===== config.mk =====
export PLATFORM = sky130hd
export DESIGN_NAME = iir_coeff_prep_flat
export DESIGN_NICKNAME = d
export VERILOG_FILES = /design/src/rtl/iir_pkg.sv /design/src/rtl/iir_coeff_prep_if.sv /design/src/rtl/iir_sat_mul.sv /design/src/rtl/iir_coeff_prep.sv /design/src/flat_wrapper.sv
export SDC_FILE = /design/constraint.sdc
export NUM_CORES = 1
export LEC_CHECK = 0
export CAP_MARGIN = 20
export CORE_AREA = 2 2 246 151
export CTS_CLUSTER_SIZE = 8
export DETAILED_ROUTE_END_ITERATION = 6
export DIE_AREA = 0 0 248 153
export SETUP_SLACK_MARGIN = 0.15
export SLEW_MARGIN = 20
export SYNTH_ARGS = -nofsm -noshare
export SYNTH_HDL_FRONTEND = slang
export SYNTH_SLANG_ARGS = --single-unit

===== constraint.sdc =====
create_clock -name CLK -period 16.97 [get_ports CLK]
set_input_delay 3.394 -clock CLK [delete_from_list [all_inputs] [get_ports CLK]]
set_output_delay 3.394 -clock CLK [all_outputs]
set_load 0.05 [all_outputs]

===== src/rtl/iir_pkg.sv =====
// Shared constants, types and saturation helper for the look-ahead IIR coefficient path.
package iir_pkg;

  localparam int unsigned NB   = 13;
  localparam int unsigned FRAC = NB - 1;
  localparam int unsigned PW   = 2 * NB;

  typedef logic signed [NB-1:0] coeff_t;
  typedef logic signed [PW-1:0] prod_t;

  typedef enum logic [2:0] {
    IDLE,
    MUL1,
    MUL2,
    MUL3,
    SUB,
    COMMIT
  } state_t;

  // Clamp a wide signed value into the Q1.(NB-1) coefficient range.
  function automatic coeff_t sat_nb(input prod_t x);
    prod_t hi;
    prod_t lo;
    hi = '0;
    hi[NB-2:0] = '1;
    lo = '1;
    lo[NB-2:0] = '0;
    if (x > hi) begin
      sat_nb = hi[NB-1:0];
    end else if (x < lo) begin
      sat_nb = lo[NB-1:0];
    end else begin
      sat_nb = x[NB-1:0];
    end
  endfunction

endpackage


===== src/rtl/iir_coeff_prep_if.sv =====
// Raw-coefficient request and committed look-ahead coefficient bus.
interface iir_coeff_prep_if;
  import iir_pkg::*;

  logic   START;
  coeff_t A1_IN;
  coeff_t B0_IN;
  coeff_t B1_IN;
  coeff_t A1_2;
  coeff_t B0;
  coeff_t B1_A1B0;
  coeff_t A1B1;
  logic   VALID;
  logic   BUSY;
  logic   DONE;

  modport master (
    output START, A1_IN, B0_IN, B1_IN,
    input  A1_2, B0, B1_A1B0, A1B1, VALID, BUSY, DONE
  );

  modport slave (
    input  START, A1_IN, B0_IN, B1_IN,
    output A1_2, B0, B1_A1B0, A1B1, VALID, BUSY, DONE
  );

endinterface


===== src/rtl/iir_sat_mul.sv =====
// Combinational fixed-point multiply: full product, floor shift by FRAC, saturate to NB.
module iir_sat_mul
  import iir_pkg::*;
(
  input  coeff_t a,
  input  coeff_t b,
  output coeff_t p_c
);

  prod_t full;
  prod_t shifted;

  always_comb begin
    full    = PW'(a) * PW'(b);
    shifted = full >>> FRAC;
    p_c     = sat_nb(shifted);
  end

endmodule


===== src/rtl/iir_coeff_prep.sv =====
// Computes look-ahead IIR coefficients with one shared multiplier and commits them atomically.
module iir_coeff_prep
  import iir_pkg::*;
(
  input  logic              CLK,
  input  logic              RST_n,
  iir_coeff_prep_if.slave   bus
);

  state_t state;
  coeff_t a1;
  coeff_t b0;
  coeff_t b1;
  coeff_t p_aa;
  coeff_t p_ab0;
  coeff_t p_ab1;
  coeff_t mul_b_c;
  coeff_t mul_p_c;
  coeff_t diff_sat_c;
  logic signed [NB:0] diff_c;

  // Second multiplier operand follows the sequencing state; a1 is always the first.
  always_comb begin
    mul_b_c = a1;
    case (state)
      MUL2:    mul_b_c = b0;
      MUL3:    mul_b_c = b1;
      default: mul_b_c = a1;
    endcase
  end

  iir_sat_mul u_mul (
    .a   (a1),
    .b   (mul_b_c),
    .p_c (mul_p_c)
  );

  always_comb begin
    diff_c     = (NB+1)'(b1) - (NB+1)'(p_ab0);
    diff_sat_c = sat_nb(PW'(diff_c));
  end

  // Outputs are only written on the SUB->COMMIT edge, so a mixed set is never visible.
  always_ff @(posedge CLK or negedge RST_n) begin
    if (!RST_n) begin
      state       <= IDLE;
      a1          <= '0;
      b0          <= '0;
      b1          <= '0;
      p_aa        <= '0;
      p_ab0       <= '0;
      p_ab1       <= '0;
      bus.A1_2    <= '0;
      bus.B0      <= '0;
      bus.B1_A1B0 <= '0;
      bus.A1B1    <= '0;
      bus.VALID   <= 1'b0;
      bus.BUSY    <= 1'b0;
      bus.DONE    <= 1'b0;
    end else begin
      case (state)
        IDLE: begin
          if (bus.START) begin
            a1       <= bus.A1_IN;
            b0       <= bus.B0_IN;
            b1       <= bus.B1_IN;
            bus.BUSY <= 1'b1;
            state    <= MUL1;
          end
        end
        MUL1: begin
          p_aa  <= mul_p_c;
          state <= MUL2;
        end
        MUL2: begin
          p_ab0 <= mul_p_c;
          state <= MUL3;
        end
        MUL3: begin
          p_ab1 <= mul_p_c;
          state <= SUB;
        end
        SUB: begin
          bus.A1_2    <= p_aa;
          bus.B0      <= b0;
          bus.B1_A1B0 <= diff_sat_c;
          bus.A1B1    <= p_ab1;
          bus.VALID   <= 1'b1;
          bus.BUSY    <= 1'b0;
          bus.DONE    <= 1'b1;
          state       <= COMMIT;
        end
        COMMIT: begin
          bus.DONE <= 1'b0;
          state    <= IDLE;
        end
        default: begin
          bus.BUSY <= 1'b0;
          bus.DONE <= 1'b0;
          state    <= IDLE;
        end
      endcase
    end
  end

endmodule

===== src/flat_wrapper.sv =====
// flat-port wrapper written by rule: the top's interface ports become plain ports
module iir_coeff_prep_flat import iir_pkg::*;
  (CLK, RST_n, bus_START, bus_A1_IN, bus_B0_IN, bus_B1_IN, bus_A1_2, bus_B0, bus_B1_A1B0, bus_A1B1, bus_VALID, bus_BUSY, bus_DONE);
  iir_coeff_prep_if bus_i ();
  input  logic CLK;
  input  logic RST_n;
  input wire logic [$bits(bus_i.START)-1:0] bus_START;
  input wire logic [$bits(bus_i.A1_IN)-1:0] bus_A1_IN;
  input wire logic [$bits(bus_i.B0_IN)-1:0] bus_B0_IN;
  input wire logic [$bits(bus_i.B1_IN)-1:0] bus_B1_IN;
  output wire logic [$bits(bus_i.A1_2)-1:0] bus_A1_2;
  output wire logic [$bits(bus_i.B0)-1:0] bus_B0;
  output wire logic [$bits(bus_i.B1_A1B0)-1:0] bus_B1_A1B0;
  output wire logic [$bits(bus_i.A1B1)-1:0] bus_A1B1;
  output wire logic [$bits(bus_i.VALID)-1:0] bus_VALID;
  output wire logic [$bits(bus_i.BUSY)-1:0] bus_BUSY;
  output wire logic [$bits(bus_i.DONE)-1:0] bus_DONE;
  assign bus_i.START = bus_START;
  assign bus_i.A1_IN = bus_A1_IN;
  assign bus_i.B0_IN = bus_B0_IN;
  assign bus_i.B1_IN = bus_B1_IN;
  assign bus_A1_2 = bus_i.A1_2;
  assign bus_B0 = bus_i.B0;
  assign bus_B1_A1B0 = bus_i.B1_A1B0;
  assign bus_A1B1 = bus_i.A1B1;
  assign bus_VALID = bus_i.VALID;
  assign bus_BUSY = bus_i.BUSY;
  assign bus_DONE = bus_i.DONE;
  iir_coeff_prep u_core (.CLK(CLK), .RST_n(RST_n), .bus(bus_i));
endmodule

Word level (Yosys, flattened, before mapping)

Index checks and enable logic that the tools add are counted.

Logic and storage cells: 42
Register bits: 136
Input port bits: 42

$add $sub $neg: 1
Order comparisons: 4
Reduce and logical (&&, ||, !) cells: 5
Multipliers: 1
Equal/unequal tests: 6
Mux-type cells: 10
Bitwise logic cells: 1

Operators with widths:

| operator             | count |
|---|---|
| $mux 13              | 4 |
| $gt 14x13->1 const B | 2 |
| $lt 14x13->1 const B | 2 |
| $mul 13x13->26       | 1 |
| $pmux 13 s2          | 1 |
| $pmux 3 s5           | 1 |
| $sub 13x13->14       | 1 |
| $reduce_or 4->1      | 2 |
| $eq 3x2->1 const B   | 2 |
| $eq 3x3->1 const B   | 2 |
| $pmux 1 s2           | 2 |
| $reduce_and 2->1     | 2 |
| $eq 3x1->1 const B   | 1 |
| $logic_not 3->1      | 1 |
| $mux 3               | 1 |
| $ne 2x2->1 const B   | 1 |
| $mux 1               | 1 |
| $not 1->1            | 1 |

Longest topological paths before layout

Depth in word-level cells: 6
Depth in mapped cells: 29
Mapped depth without buffers: 24

Cells and area by module

A second synthesis with hierarchy kept.

Cells, all modules: 1,292
Area, all modules: 12,620.9 µm²

Modules (own cells, without submodules):

| module         | times used | cells each | area each (µm²) | seq. area each (µm²) |
|---|---|---|---|---|
| iir_sat_mul    | 1          | 698        | 6,319.8         | 0.0 |
| iir_coeff_prep | 1          | 594        | 6,301.0         | 3,403.3 |

Worst setup path after synthesis

OpenSTA, ideal clock, no wires.

Path type: reg-to-reg
Start point: register u_core.state[2]
End point: register u_core.p_ab0[11]
Buffers on the path: 5
Stages on the path, launching flop included: 27
Arrival time: 6.822 ns
Path slack: 10.007 ns
Setup time: 0.141 ns
Path through: dfrtp_1 -> buf_2 -> nand2b_1 -> clkbuf_1 -> clkbuf_1 -> nand2_1 -> o21ai_0 -> clkbuf_1 -> nand2_1 -> fa_1 -> fa_1 -> inv_1 -> fa_1 -> fa_1 -> fa_1 -> inv_1 -> fa_1 -> inv_1 -> ha_1 -> a21o_1 -> a31o_2 -> a221oi_4 -> nand4_4 -> a211o_1 -> nand3_1 -> buf_2 -> o22ai_1

Cells in the longest elaborated chain, start to end: 6

Ends and longest elaborated chain:

| item                                 | RTL line                                   | text |
|---|---|---|
| start: declaration                   | iir_coeff_prep.sv:10                       | `state_t state;` |
| start signal: assignment             | iir_coeff_prep.sv:46                       | `state <= IDLE;` |
| start signal: assignment             | iir_coeff_prep.sv:68                       | `state <= MUL1;` |
| start signal: assignment             | iir_coeff_prep.sv:73                       | `state <= MUL2;` |
| $eq 3x2->1, on equally long branches | iir_coeff_prep.sv:25, iir_coeff_prep.sv:61 |  |
| $pmux 13 s2                          | iir_coeff_prep.sv:25                       | `case (state)` |
| $mul 13x13->26                       | iir_sat_mul.sv:14                          | `full = PW'(a) * PW'(b);` |
| $lt 14x13->1                         | iir_pkg.sv:30                              | `end else if (x < lo) begin` |
| $mux 13                              | iir_pkg.sv:30                              |  |
| $mux 13                              | iir_pkg.sv:28                              | `if (x > hi) begin` |
| end signal: assignment               | iir_coeff_prep.sv:76                       | `p_ab0 <= mul_p_c;` |
| end: declaration                     | iir_coeff_prep.sv:15                       | `coeff_t p_ab0;` |

Parallel ways exist; a longest one is shown, timed or not.
A chain may end at the register's enable or synchronous reset.

Final worst setup path

Start point: register u_core.state[0]
End point: register u_core.p_ab1[7]

Cells in the longest elaborated chain, start to end: 6

Ends and longest elaborated chain:

| item                                 | RTL line                                   | text |
|---|---|---|
| $eq 3x2->1, on equally long branches | iir_coeff_prep.sv:25, iir_coeff_prep.sv:61 |  |
| $pmux 13 s2                          | iir_coeff_prep.sv:25                       |  |
| $mul 13x13->26                       | iir_sat_mul.sv:14                          |  |
| $lt 14x13->1                         | iir_pkg.sv:30                              |  |
| $mux 13                              | iir_pkg.sv:30                              |  |
| $mux 13                              | iir_pkg.sv:28                              |  |
| end signal: assignment               | iir_coeff_prep.sv:80                       | `p_ab1 <= mul_p_c;` |
| end: declaration                     | iir_coeff_prep.sv:16                       | `coeff_t p_ab1;` |

Parallel ways exist; a longest one is shown, timed or not.

==> flow_metrics.tcl <==
set metrics [dict create \
    status "complete, no violations" \
    min_period_ns 8.26 \
    synth_edf_count 0 \
    holdWs_ns 0.470 \
    cts_buffer_depth 2 \
    synth_top_area_cell "dfrtp_1" \
    setup_ws_ns 8.71 \
    drt_first_pass_iters 5 \
    setup_violations 0 \
    rr_worst_depth 24 \
    io_buffers 96 \
    min_path_type "flip-flop to flip-flop" \
    die_w_um 248 \
    start_kind "flip-flop" \
    crit_start "u_core.state[0]$_DFFE_PN0P_" \
    grt_pass1_vias 9284 \
    grt_max_degree 74 \
    synthArstFlopShare 1.00 \
    synthDominantCellAreaShare 0.275 \
    ys_seq_area_frac 0.275 \
    cp.required_ns 17.33 \
    n_fill_cell 3504 \
    synthCells 1286 \
    slew_headroom 0.289 \
    reg2reg_from "u_core.state[0]$_DFFE_PN0P_" \
    rsz0062_at_grt "false" \
    ys.flop_type "dfrtp_1" \
    area_delta_synth_final_pct 16.4 \
    clkTransAtPathRegs_ns 0.06 \
    rows 54 \
    fin_tns_setup_ns 0 \
    synthesis.area_sq_um 12400 \
    drive_above_1_share 0.0783 \
    cts_root_buffer "clkbuf_16" \
    route.detailed.drc 0 \
    routedWlPerCell_um 18.3 \
    antenna_found_initial 0 \
    die_h_um 153 \
    die_area_sq_um 37900 \
    synth-seq-cells 136 \
    vias_per_cell 4.95 \
    min_period_over_period 0.487 \
    drv_cap 0 \
    cp.arrival_ns 8.62 \
    worstMarginPinSlew_ns 1.06 \
    fin_nets 1632 \
    yosysWarnings 0 \
    fmax_ghz 0.121 \
    clock_latency_ns 0.45 \
    num_vias 9124 \
    cp-end-kind "flip-flop" \
    min_from "u_core.bus.VALID$_DFFE_PN0P_" \
    cts_max_level 4 \
    finalMaxSlewViolations 0 \
    numCtsBuffers 17 \
    ioPinCount 97 \
    fin_skew_ns 0.0120 \
    yosysUniqueCellTypes 58 \
    initial_core_util 0.346 \
    whs_path_depth 1 \
    place_congestion 0.908 \
    core_sq_um 35700 \
    cp_max_fo 21 \
    postCtsHoldBufs 0 \
    post-place-ws_ns 8.80 \
    cts_setup_buffers 0 \
    wl_um 33800 \
    antenna_cells 0 \
    grt-ovfl-total 0 \
    synth_area_leaders "dfrtp_1, fa_1, nand2_1, ha_1, inv_1" \
    crit_type "flip-flop to flip-flop" \
    ant_nets 0 \
    grtUsageTotal 0.186 \
    cts_resized 0 \
    syn-num-nets 1565 \
    dp_hpwl_um 26400 \
    clock_sinks 136 \
    drt_iter0_drc 614 \
    grt_pass1_wl_um 53800 \
    cts_tree "built" \
    synth_area_per_cell_sq_um 9.61 \
    hold_viol 0 \
]
-- registers in the layout, summed over array words and instances (netlist names) --
signal	count
u_core.bus.A1_2	13
u_core.bus.A1B1	13
u_core.bus.BUSY	1
u_core.p_ab1	13
u_core.state	3
u_core.bus.B0	13
u_core.b1	13
u_core.bus.VALID	1
u_core.p_aa	13
u_core.a1	13
u_core.bus.DONE	1
u_core.b0	13
u_core.bus.B1_A1B0	13
u_core.p_ab0	13
-- worst paths after layout --
path                                                     end  slack [ns]
worst max-delay path             u_core.p_ab1[7]$_DFFE_PN0N_        8.71
worst min-delay path            u_core.bus.VALID$_DFFE_PN0P_        0.47
worst max register to register   u_core.p_ab1[7]$_DFFE_PN0N_        8.71
worst min register to register  u_core.bus.VALID$_DFFE_PN0P_        0.47
max in group asynchronous        u_core.p_ab0[5]$_DFFE_PN0N_       12.72
min in group asynchronous           u_core.b1[2]$_DFFE_PN0P_        2.94
-- critical path: stages (launching register included) --
cell and delay [ns]:
dfrtp_1 1.03, mux2i_1 0.18, nand2_1 0.15, o21a_1 0.55, and2_1 0.25, inv_1 0.06, fa_1 0.63, inv_1 0.14
fa_1 0.56, inv_1 0.05, fa_1 0.50, inv_1 0.05, fa_1 0.50, inv_1 0.05, fa_1 0.50, inv_1 0.04
ha_1 0.18, xnor2_1 0.18, xnor2_1 0.16, xnor2_1 0.14, xnor2_2 0.31, xor2_1 0.87, a211o_1 0.25, nand4_1 0.48
o21ai_1 0.33
-- stage by stage --
stage                     utilization  instances  cell area [sq um]
after floorplan                     -       1286              12400
after CTS                       0.402       1842              14400
final                           0.402       1842              14400
after detailed placement        0.385       1810              13800
after global placement          0.385       1810              13800
after global routing            0.402       1842              14400
-- layout by cell type, fill, tap and decap left out, drive strengths merged, types with 10 or more instances in the layout --
cell type      Yosys  layout
dfrtp            136     136
buf               14      12
nor2              29      29
nand2b            10      10
ha                75      75
nand2            259     259
mux2i             12      12
clkdlybuf4s50      0      95
a21o              13      13
a31oi             14      14
fa               162     162
a21oi             28      28
mux2              40      40
nand3             11      11
inv              191     194
o21ai             67      67
o22ai             11      11
xnor2             20      20
nor2b             26      26
clkbuf            45      19
and2              52      52
-- layout make-up --
cell class	count	area, sq um	area share
Multi-Input combinational cell	900	8010	0.557
Sequential cell	136	3400	0.237
Timing Repair Buffer	107	1040	0.0726
Inverter	191	717	0.0498
Tap cell	476	596	0.0414
Clock buffer	19	443	0.0308
Clock inverter	13	169	0.0117
-- cells by family after synthesis --
group,count (synthesis),share of synthesized area
simple gates,413,0.152
mux,52,0.0465
fa+ha+maj,237,0.338
xor+xnor,29,0.0212
compound gates,169,0.0891
buf+inv,250,0.0776
flops,136,0.275
-- synthesized netlist by cell type, drive strengths merged (2+ instances only) --
library cell	instances
a211o	3
a211oi	4
a21boi	2
a21o	13
a21oi	28
a2bb2oi	2
a31o	2
a31oi	14
a32oi	5
and2	52
buf	14
clkbuf	45
dfrtp	136
fa	162
ha	75
inv	191
mux2	40
mux2i	12
nand2	259
nand2b	10
nand3	11
nand3b	2
nand4	5
nor2	29
nor2b	26
nor3	5
o21a	9
o21ai	67
o22ai	11
or2	5
or3	6
xnor2	20
xor2	9
-- metal layers --
| layer | up-vias | wire (um) | track usage |
|---|---|---|---|
| met5 | - | 0 | 0 |
| met4 | 0 | 236 | 0.0354 |
| met3 | 17 | 2340 | 0.0446 |
| met2 | 257 | 13600 | 0.245 |
| met1 | 4669 | 17600 | 0.303 |
| li1 | 4181 | - | - |
Power is left out: the tool's default activity adds up to more than one toggle a clock period on the data nets, which glitch-free logic cannot reach.
